### src/rtl/div_unit.sv
// Multi-cycle radix-2 restoring divider (DIV/DIVU) serving the execute stage.
// Result is {remainder, quotient}; one quotient bit is resolved per clock.
module div_unit #(
   parameter int DATA_W = 32,
   parameter int CNT_W  = 6
) (
   input  logic                  cpu_clk_50M,
   input  logic                  cpu_rst_n,
   input  logic                  signed_div_i,
   input  logic [DATA_W-1:0]     div_opdata1_i,
   input  logic [DATA_W-1:0]     div_opdata2_i,
   input  logic                  div_start_i,
   input  logic                  annul_i,
   output logic [2*DATA_W-1:0]   div_result_o,
   output logic                  div_ready_o
);

   // state     | meaning
   // S_FREE    | idle, waiting for a start with operands
   // S_BYZERO  | divisor was zero, force zero result
   // S_ON      | iterating, one quotient bit per cycle
   // S_END     | result presented with ready until start drops
   typedef enum logic [1:0] {S_FREE, S_BYZERO, S_ON, S_END} state_t;

   state_t              state_q, state_d;
   logic [CNT_W-1:0]    cnt_q, cnt_d;
   logic [DATA_W-1:0]   dvd_q, dvd_d;
   logic [DATA_W-1:0]   rem_q, rem_d;
   logic [DATA_W-1:0]   dsr_q, dsr_d;
   logic                neg_quo_q, neg_quo_d;
   logic                neg_rem_q, neg_rem_d;
   logic [2*DATA_W-1:0] result_d;
   logic                ready_d;

   logic [DATA_W:0]     rem_sh;
   logic                take;
   logic [DATA_W-1:0]   rem_it;
   logic [DATA_W-1:0]   quo_it;
   logic                last_it;
   logic                op1_neg;
   logic                op2_neg;

   // dvd_q starts as the dividend and fills with quotient bits from the bottom
   assign rem_sh  = {rem_q, dvd_q[DATA_W-1]};
   assign take    = (rem_sh >= {1'b0, dsr_q});
   assign rem_it  = take ? (rem_sh[DATA_W-1:0] - dsr_q) : rem_sh[DATA_W-1:0];
   assign quo_it  = {dvd_q[DATA_W-2:0], take};
   assign last_it = (cnt_q == CNT_W'(DATA_W-1));
   assign op1_neg = signed_div_i & div_opdata1_i[DATA_W-1];
   assign op2_neg = signed_div_i & div_opdata2_i[DATA_W-1];

   always_comb begin
      state_d   = state_q;
      cnt_d     = cnt_q;
      dvd_d     = dvd_q;
      rem_d     = rem_q;
      dsr_d     = dsr_q;
      neg_quo_d = neg_quo_q;
      neg_rem_d = neg_rem_q;
      ready_d   = 1'b0;
      result_d  = '0;
      case (state_q)
         S_FREE: begin
            if (div_start_i && !annul_i) begin
               if (div_opdata2_i == '0) begin
                  state_d = S_BYZERO;
               end else begin
                  dvd_d     = op1_neg ? -div_opdata1_i : div_opdata1_i;
                  dsr_d     = op2_neg ? -div_opdata2_i : div_opdata2_i;
                  neg_quo_d = op1_neg ^ op2_neg;
                  neg_rem_d = op1_neg;
                  rem_d     = '0;
                  cnt_d     = '0;
                  state_d   = S_ON;
               end
            end
         end
         S_BYZERO: begin
            dvd_d   = '0;
            rem_d   = '0;
            state_d = annul_i ? S_FREE : S_END;
         end
         S_ON: begin
            if (annul_i) begin
               state_d = S_FREE;
            end else begin
               dvd_d = quo_it;
               rem_d = rem_it;
               cnt_d = cnt_q + CNT_W'(1);
               if (last_it) begin
                  // sign fix-up folds into the final iteration
                  if (neg_quo_q) dvd_d = -quo_it;
                  if (neg_rem_q) rem_d = -rem_it;
                  state_d = S_END;
               end
            end
         end
         S_END: begin
            if (annul_i || !div_start_i) begin
               state_d = S_FREE;
            end else begin
               ready_d  = 1'b1;
               result_d = {rem_q, dvd_q};
            end
         end
         default: state_d = S_FREE;
      endcase
   end

   always_ff @(posedge cpu_clk_50M or negedge cpu_rst_n) begin
      if (!cpu_rst_n) begin
         state_q      <= S_FREE;
         cnt_q        <= '0;
         dvd_q        <= '0;
         rem_q        <= '0;
         dsr_q        <= '0;
         neg_quo_q    <= 1'b0;
         neg_rem_q    <= 1'b0;
         div_ready_o  <= 1'b0;
         div_result_o <= '0;
      end else begin
         state_q      <= state_d;
         cnt_q        <= cnt_d;
         dvd_q        <= dvd_d;
         rem_q        <= rem_d;
         dsr_q        <= dsr_d;
         neg_quo_q    <= neg_quo_d;
         neg_rem_q    <= neg_rem_d;
         div_ready_o  <= ready_d;
         div_result_o <= result_d;
      end
   end

endmodule

### config.mk
export PLATFORM = sky130hd
export DESIGN_NAME = div_unit
export DESIGN_NICKNAME = d
export VERILOG_FILES = /design/src/rtl/div_unit.sv
export SDC_FILE = /design/constraint.sdc
export NUM_CORES = 1
export LEC_CHECK = 0
export BUFFER_PORTS_ARGS = -buffer_cell sky130_fd_sc_hd__buf_4
export CORE_MARGIN = 2
export CORE_UTILIZATION = 35
export CTS_CLUSTER_SIZE = 40
export DETAILED_ROUTE_END_ITERATION = 8
export SETUP_SLACK_MARGIN = 0.2
export SYNTH_ARGS = -nofsm -noshare
export SYNTH_HDL_FRONTEND = slang
export SYNTH_SLANG_ARGS = --single-unit
### constraint.sdc
create_clock -name cpu_clk_50M -period 5 [get_ports cpu_clk_50M]
set_clock_uncertainty 0.1 [all_clocks]
set_input_delay 0.75 -clock cpu_clk_50M [delete_from_list [all_inputs] [get_ports cpu_clk_50M]]
set_output_delay 0.75 -clock cpu_clk_50M [all_outputs]
set_load 0.03 [all_outputs]
; ---- Word level (Yosys, flattened, before mapping)
; Cells that the tools add are included.
[word_totals]
out_inout_bits = 65
reg_bits = 171
[classes]
order_cmp = 1
n_mux = 30
eq_ne = 9
bitwise_logic = 4
n_addsub = 6
n_reduce_logical = 12
[op_table]
columns = cell, n
row1 = 32-bit 2-to-1 mux, 13
row2 = 32-bit one-hot mux with 3 select lines, 2
row3 = 64-bit 2-to-1 mux, 2
row4 = 32-bit negation, 4
row5 = 33-bit by 32-bit >= comparator with 1-bit output, 1
row6 = 32-bit zero test, 1
row7 = 32-bit subtractor, 1
row8 = 6-bit 2-to-1 mux, 3
row9 = 2-bit 2-to-1 mux, 6
row10 = 6-bit one-hot mux with 2 select lines, 1
row11 = 2-bit inequality test (second input constant), 4
row12 = 2-bit one-hot mux with 4 select lines, 1
row13 = 4-bit AND reduction, 2
row14 = 6-bit by 1-bit adder with 6-bit output (second input constant), 1
row15 = 6-bit by 5-bit == test with 1-bit output (second input constant), 1
row16 = 3-bit AND reduction, 2
row17 = 2-bit == test (second input constant), 2
row18 = 3-bit inequality test (second input constant), 1
row19 = 3-bit nonzero test, 1
row20 = 1-bit AND, 2
row21 = 2-bit by 1-bit == test with 1-bit output (second input constant), 1
row22 = 1-bit zero test, 2
row23 = 2-bit zero test, 1
row24 = 1-bit 2-to-1 mux, 2
row25 = other kinds (5), 5

; ---- Depth between registers and ports, before layout
[logic_depth]
depth_word = 7
depth_mapped = 25
ltp_nobuf = 21

; ---- Least setup slack after synthesis
; OpenSTA, ideal clock, no wires.
[synth_path]
kind = reg-to-reg
start = register rem_q[3]
end = register rem_q[30]
stages_incl_launch_ff = 24
t_required_ns = 4.778
synth_period_minus_slack_ns = 5.155
arrival_ns = 4.933
slack_ns = -0.155
setup_ns = 0.122
cell_sequence = dfrtp_1 -> ha_1 -> buf_6 -> and2_4 -> a311oi_4 -> a21o_2 -> a211oi_4 -> o211ai_1 -> nand2_2 -> buf_6 -> clkbuf_8 -> clkbuf_1 -> o21ai_0 -> ha_1 -> nand3_1 -> mux2_2 -> a211oi_1 -> and4bb_2 -> o211ai_1 -> a222oi_1 -> nand4_1 -> and4bb_1 -> o21bai_1 -> a32o_1
[synth_via]
elab_chain_cells = 7
[synth_lines]
columns = item, line_no
row1 = "start, declared", 28  ; logic [DATA_W-1:0] rem_q, rem_d;
row2 = "start signal, assigned", 125  ; rem_q <= rem_d;
row3 = 32-bit subtractor or 33-bit by 32-bit >= comparator with 1-bit output (tied branches), "46, 45"
row4 = 32-bit 2-to-1 mux (*), 46  ; assign rem_it = take ? (rem_sh[DATA_W-1:0] - dsr_q) : rem_sh[DATA_W-1:0];
row5 = 32-bit negation, 93  ; if (neg_rem_q) rem_d = -rem_it;
row6 = 32-bit 2-to-1 mux, 93
row7 = 32-bit 2-to-1 mux (*), 90  ; if (last_it) begin
row8 = 32-bit 2-to-1 mux (*), 84  ; if (annul_i) begin
row9 = 32-bit one-hot mux with 3 select lines (*), 62  ; case (state_q)
; Mark *: on every way between the ends. The rest lies on a longest branch, timed or not. The select of a mux whose other input is x is not followed.
; A chain may end at the register's enable or synchronous reset.

; ---- Final worst setup path
[layout_path]
start = register dsr_q[1]
end = register rem_q[30]
[layout_via]
elab_chain_cells = 7
[layout_lines]
columns = item, line_no
row1 = "start, declared", 29  ; logic [DATA_W-1:0] dsr_q, dsr_d;
row2 = "start signal, assigned", 126  ; dsr_q <= dsr_d;
row3 = 32-bit subtractor or 33-bit by 32-bit >= comparator with 1-bit output (tied branches), "46, 45"
row4 = 32-bit 2-to-1 mux (*), 46
row5 = 32-bit negation, 93
row6 = 32-bit 2-to-1 mux, 93
row7 = 32-bit 2-to-1 mux (*), 90
row8 = 32-bit 2-to-1 mux (*), 84
row9 = 32-bit one-hot mux with 3 select lines (*), 62
; Marked as above.

==> impl_metrics.yaml <==
clock_tree:
  clockBufferDepth: 2
  cts_buffers: 17
  cts_htree_levels: 4
  cts.sinks: 171
  clkLatencyLatePin_ns: 0.46
  root_buffer: "clkbuf_16"
  clk_pin_slew_ns: 0.07
  cts_tree: "built"
  cts-hold-fix-buffers: 0
layout:
  fin_util_pct: 43.54
  area_growth_pct: 22.29
  layout_common_cells: "203 x buf_4, 163 x nand2_1, 163 x dfrtp_1, 117 x nor2_1, 113 x o21ai_0"
  layout_commonest_cell: "buf_4"
  final_nets: 1733
  drive_above_1_share_pct: 21.28
logic_synthesis:
  synth-xor-area-share_pct: 9.378
  syn-num-nets: 1585
  synth-seq-cells: 171
  ys_types: 95
  synth_edf_count: 0
  yosysSeqAreaShare_pct: 34.71
  synth-main-ff-cell: "dfrtp_1"
  synth-adder-area-share_pct: 4.324
  synth_area_sq_mm: 0.01233
  synth-compound-area-share_pct: 22.03
  synth.area.mux_share_pct: 1.695
  synth_top_family_by_area: "simple AND/OR/NAND/NOR gates"
  syn-mean-instance-area_sq_um: 8.364
  async_flop_share_pct: 100.0
  synthCells: 1474
  yosysWarnings: 0
  yosys.area_share.simple_pct: 22.76
hold_path:
  hold_path_class: "primary input to async pin"
floorplanning:
  die-width_microns: 191.7
  die_h_microns: 191.7
  io_pins: 134
  die-area_sq_mm: 0.03674
  rows: 68
  start_util_pct: 35.60
  core_sq_mm: 0.03463
timing:
  fin_ws_ns: 0.2205
  fin_crit_ns: 4.780
  fmax_ghz: 0.2092
  slew_headroom_pct: 26.73
  worst_pin_slew_ns: 1.096
  slew_viol_final: 0
  setup_viol: 0
  fin_crit_sh_pct: 95.59
  hold_viol_final: 0
  rsz0062_at_grt: "yes"
  whs_ns: 0.1870
critical_path:
  cp.required_ns: 5.24
  path_class: "flip-flop to flip-flop"
  reg2regPathDepth: 21
  crit_fanout: 3
  cp-end-kind: "flip-flop"
  worst_ep_arrival_time_ns: 5.02
  rr_endpoint: "rem_q[30]"
  critPathLaunchType: "flip-flop"
  critPathCapture: "rem_q[30]"
  rr_startpoint: "dsr_q[1]"
  cp-startpoint: "dsr_q[1]"
  ff2ff_setup_slack_ns: 0.22
routing:
  routed-wl-met3_mm: 2.332
  drt-total-wl_mm: 40.27
  drc: 0
  route.antenna.remaining_nets: 0
  via_per_inst: 5.622
  drtPass1Iterations: 7
  drtIter0Drc: 923
  via_count: 11760
  wl_per_cell_microns: 19.26
  wl_met1_mm: 19.45
  route.met2.wl_mm: 17.74
  routed.top_layer: "met4"
global_routing:
  overflow: 0
  grt_pass1_vias: 10940
  grt_max_degree: 106
  antenna_found_initial: 0
  grt_pass1_wl_mm: 63.04
  grt_usage_pct: 22.07
placed_design:
  dp_hpwl_mm: 29.14
  portBuffers: 133
  pre_cts_ws_ns: 0.03916
  place_congestion: 0.9154
power:
  p_sw_uw: 4350
  finalPower_uw: 8964
  swShare_pct: 48.53
  p_seq_share_pct: 23.4
  p_clk_share_pct: 15.4
  intPower_uw: 4614
  ir_drop_mv: 0.2846
  powerDensity_mw_per_mm2: 594.6
  p_leak_uw: 0.006800
  combPwrFrac_pct: 61.3
flow_run:
  maxCapViolCount: 0
outcome:
  outcome: "finished clean"
==> worst max-delay path, cell delays in order, from the launching register on <==
cell and delay, ns:
dfrtp_1 0.39, inv_2 0.09, ha_4 0.21, and2b_2 0.22, o2111ai_4 0.24, a21o_4 0.19, a211oi_4 0.06, o211ai_1 0.26
nand2_2 0.14, inv_2 0.09, mux2i_2 0.25, ha_2 0.24, nand3b_1 0.08, mux2_4 0.29, a211oi_2 0.21, and4bb_2 0.27
o211ai_1 0.12, a222oi_1 0.37, nand4_1 0.20, and4bb_1 0.32, o21bai_1 0.07, a32o_1 0.26
==> synth_stat cells, types with 13 or more instances <==
master    number  share of area (%)
inv_1         59                1.8
ha_1          41                4.2
or3_1         20                1.0
buf_2         15               0.61
and2_1        19               0.96
mux2i_1       13                1.1
nand3_1       31                1.3
and3_1        74                3.8
clkbuf_1      49                1.5
nand2_1      169                5.1
nor4_1        19               0.96
nor2_1       119                3.6
nor3_1        36                1.5
xor2_1        66                4.7
xnor2_1       66                4.7
o21ai_0      114                4.6
a31oi_1       13               0.66
dfrtp_1      171                 35
a21oi_1      113                4.6
o22a_1        24                1.7
o31ai_1       31                1.9
nand2b_1      14               0.71
==> through the flow <==
step / cells / cell area, sq um / setup TNS [ns]
2_1_floorplan: 1474 / 12360 / 0
3_3_place_gp: 2036 / 13960 / 0
3_5_place_dp: 2036 / 13960 / 0
4_1_cts: 2069 / 14590 / 0
5_1_grt: 2090 / 15070 / -0.02249
6_report: 2091 / 15080 / 0
==> final cells by class <==
cell class | instances | area (sq um)
Tap cell | 455 | 569.3
Clock inverter | 14 | 146.4
Inverter | 59 | 221.5
Multi-Input combinational cell | 1165 | 7801
Clock buffer | 18 | 439.2
Timing Repair Buffer | 208 | 1607
Antenna cell | 1 | 2.502
Sequential cell | 171 | 4289
Fill cell | 3444 | 19550
==> state kept, by name (all words and copies together), names as in the netlist <==
signal and count:
dvd_q 32, state_q 2, neg_quo_q 1, rem_q 32
neg_rem_q 1, dsr_q 32, div_ready_o 1, cnt_q 6
div_result_o 64
==> per-layer routing <==
layer / vias to the layer above / GRT usage [%]
met1: 5689 / 33.00
met5: - / 0
li1: 5608 / -
met3: 53 / 2.759
met2: 405 / 33.17
met4: 0 / 6.183
==> logic make-up after synthesis <==
logic type / after synthesis
buffers and inverters: 138
and+or+nand+nor: 561
xor gates and xnor gates: 132
adders and majority gates: 42
AOI/OAI and AO/OA: 410
muxes: 20
DFF: 171
==> repair_timing <==
item / 4_1_cts / 5_1_grt
setup buffers: 1 / 21
resized for setup: 8 / 73
pin swaps: 1 / 27
setup endpoints to repair: 2 / 9
==> worst min-delay path by stage <==
stage | start | slack, ns | to
after global placement | dsr_q[31] | 0.36 | dsr_q[31]
final | cpu_rst_n | 0.19 | div_result_o[3]
after detailed placement | dsr_q[22] | 0.37 | dsr_q[22]
after CTS | cpu_rst_n | 0.22 | div_result_o[3]
after global routing | cpu_rst_n | 0.24 | div_result_o[3]
after floorplan | cpu_rst_n | 0.35 | cnt_q[0]
==> power groups by stage <==
stage / clock [uW] / combinational (uW) / sequential [uW]
after global placement: 0 / 4960 / 2070
final: 1380 / 5490 / 2090
after CTS: 1410 / 5050 / 2060
after floorplan: 0 / 3590 / 2020
after global routing: 1460 / 6000 / 2140
after detailed placement: 0 / 4980 / 2090
(Power assumes the default switching activity.)
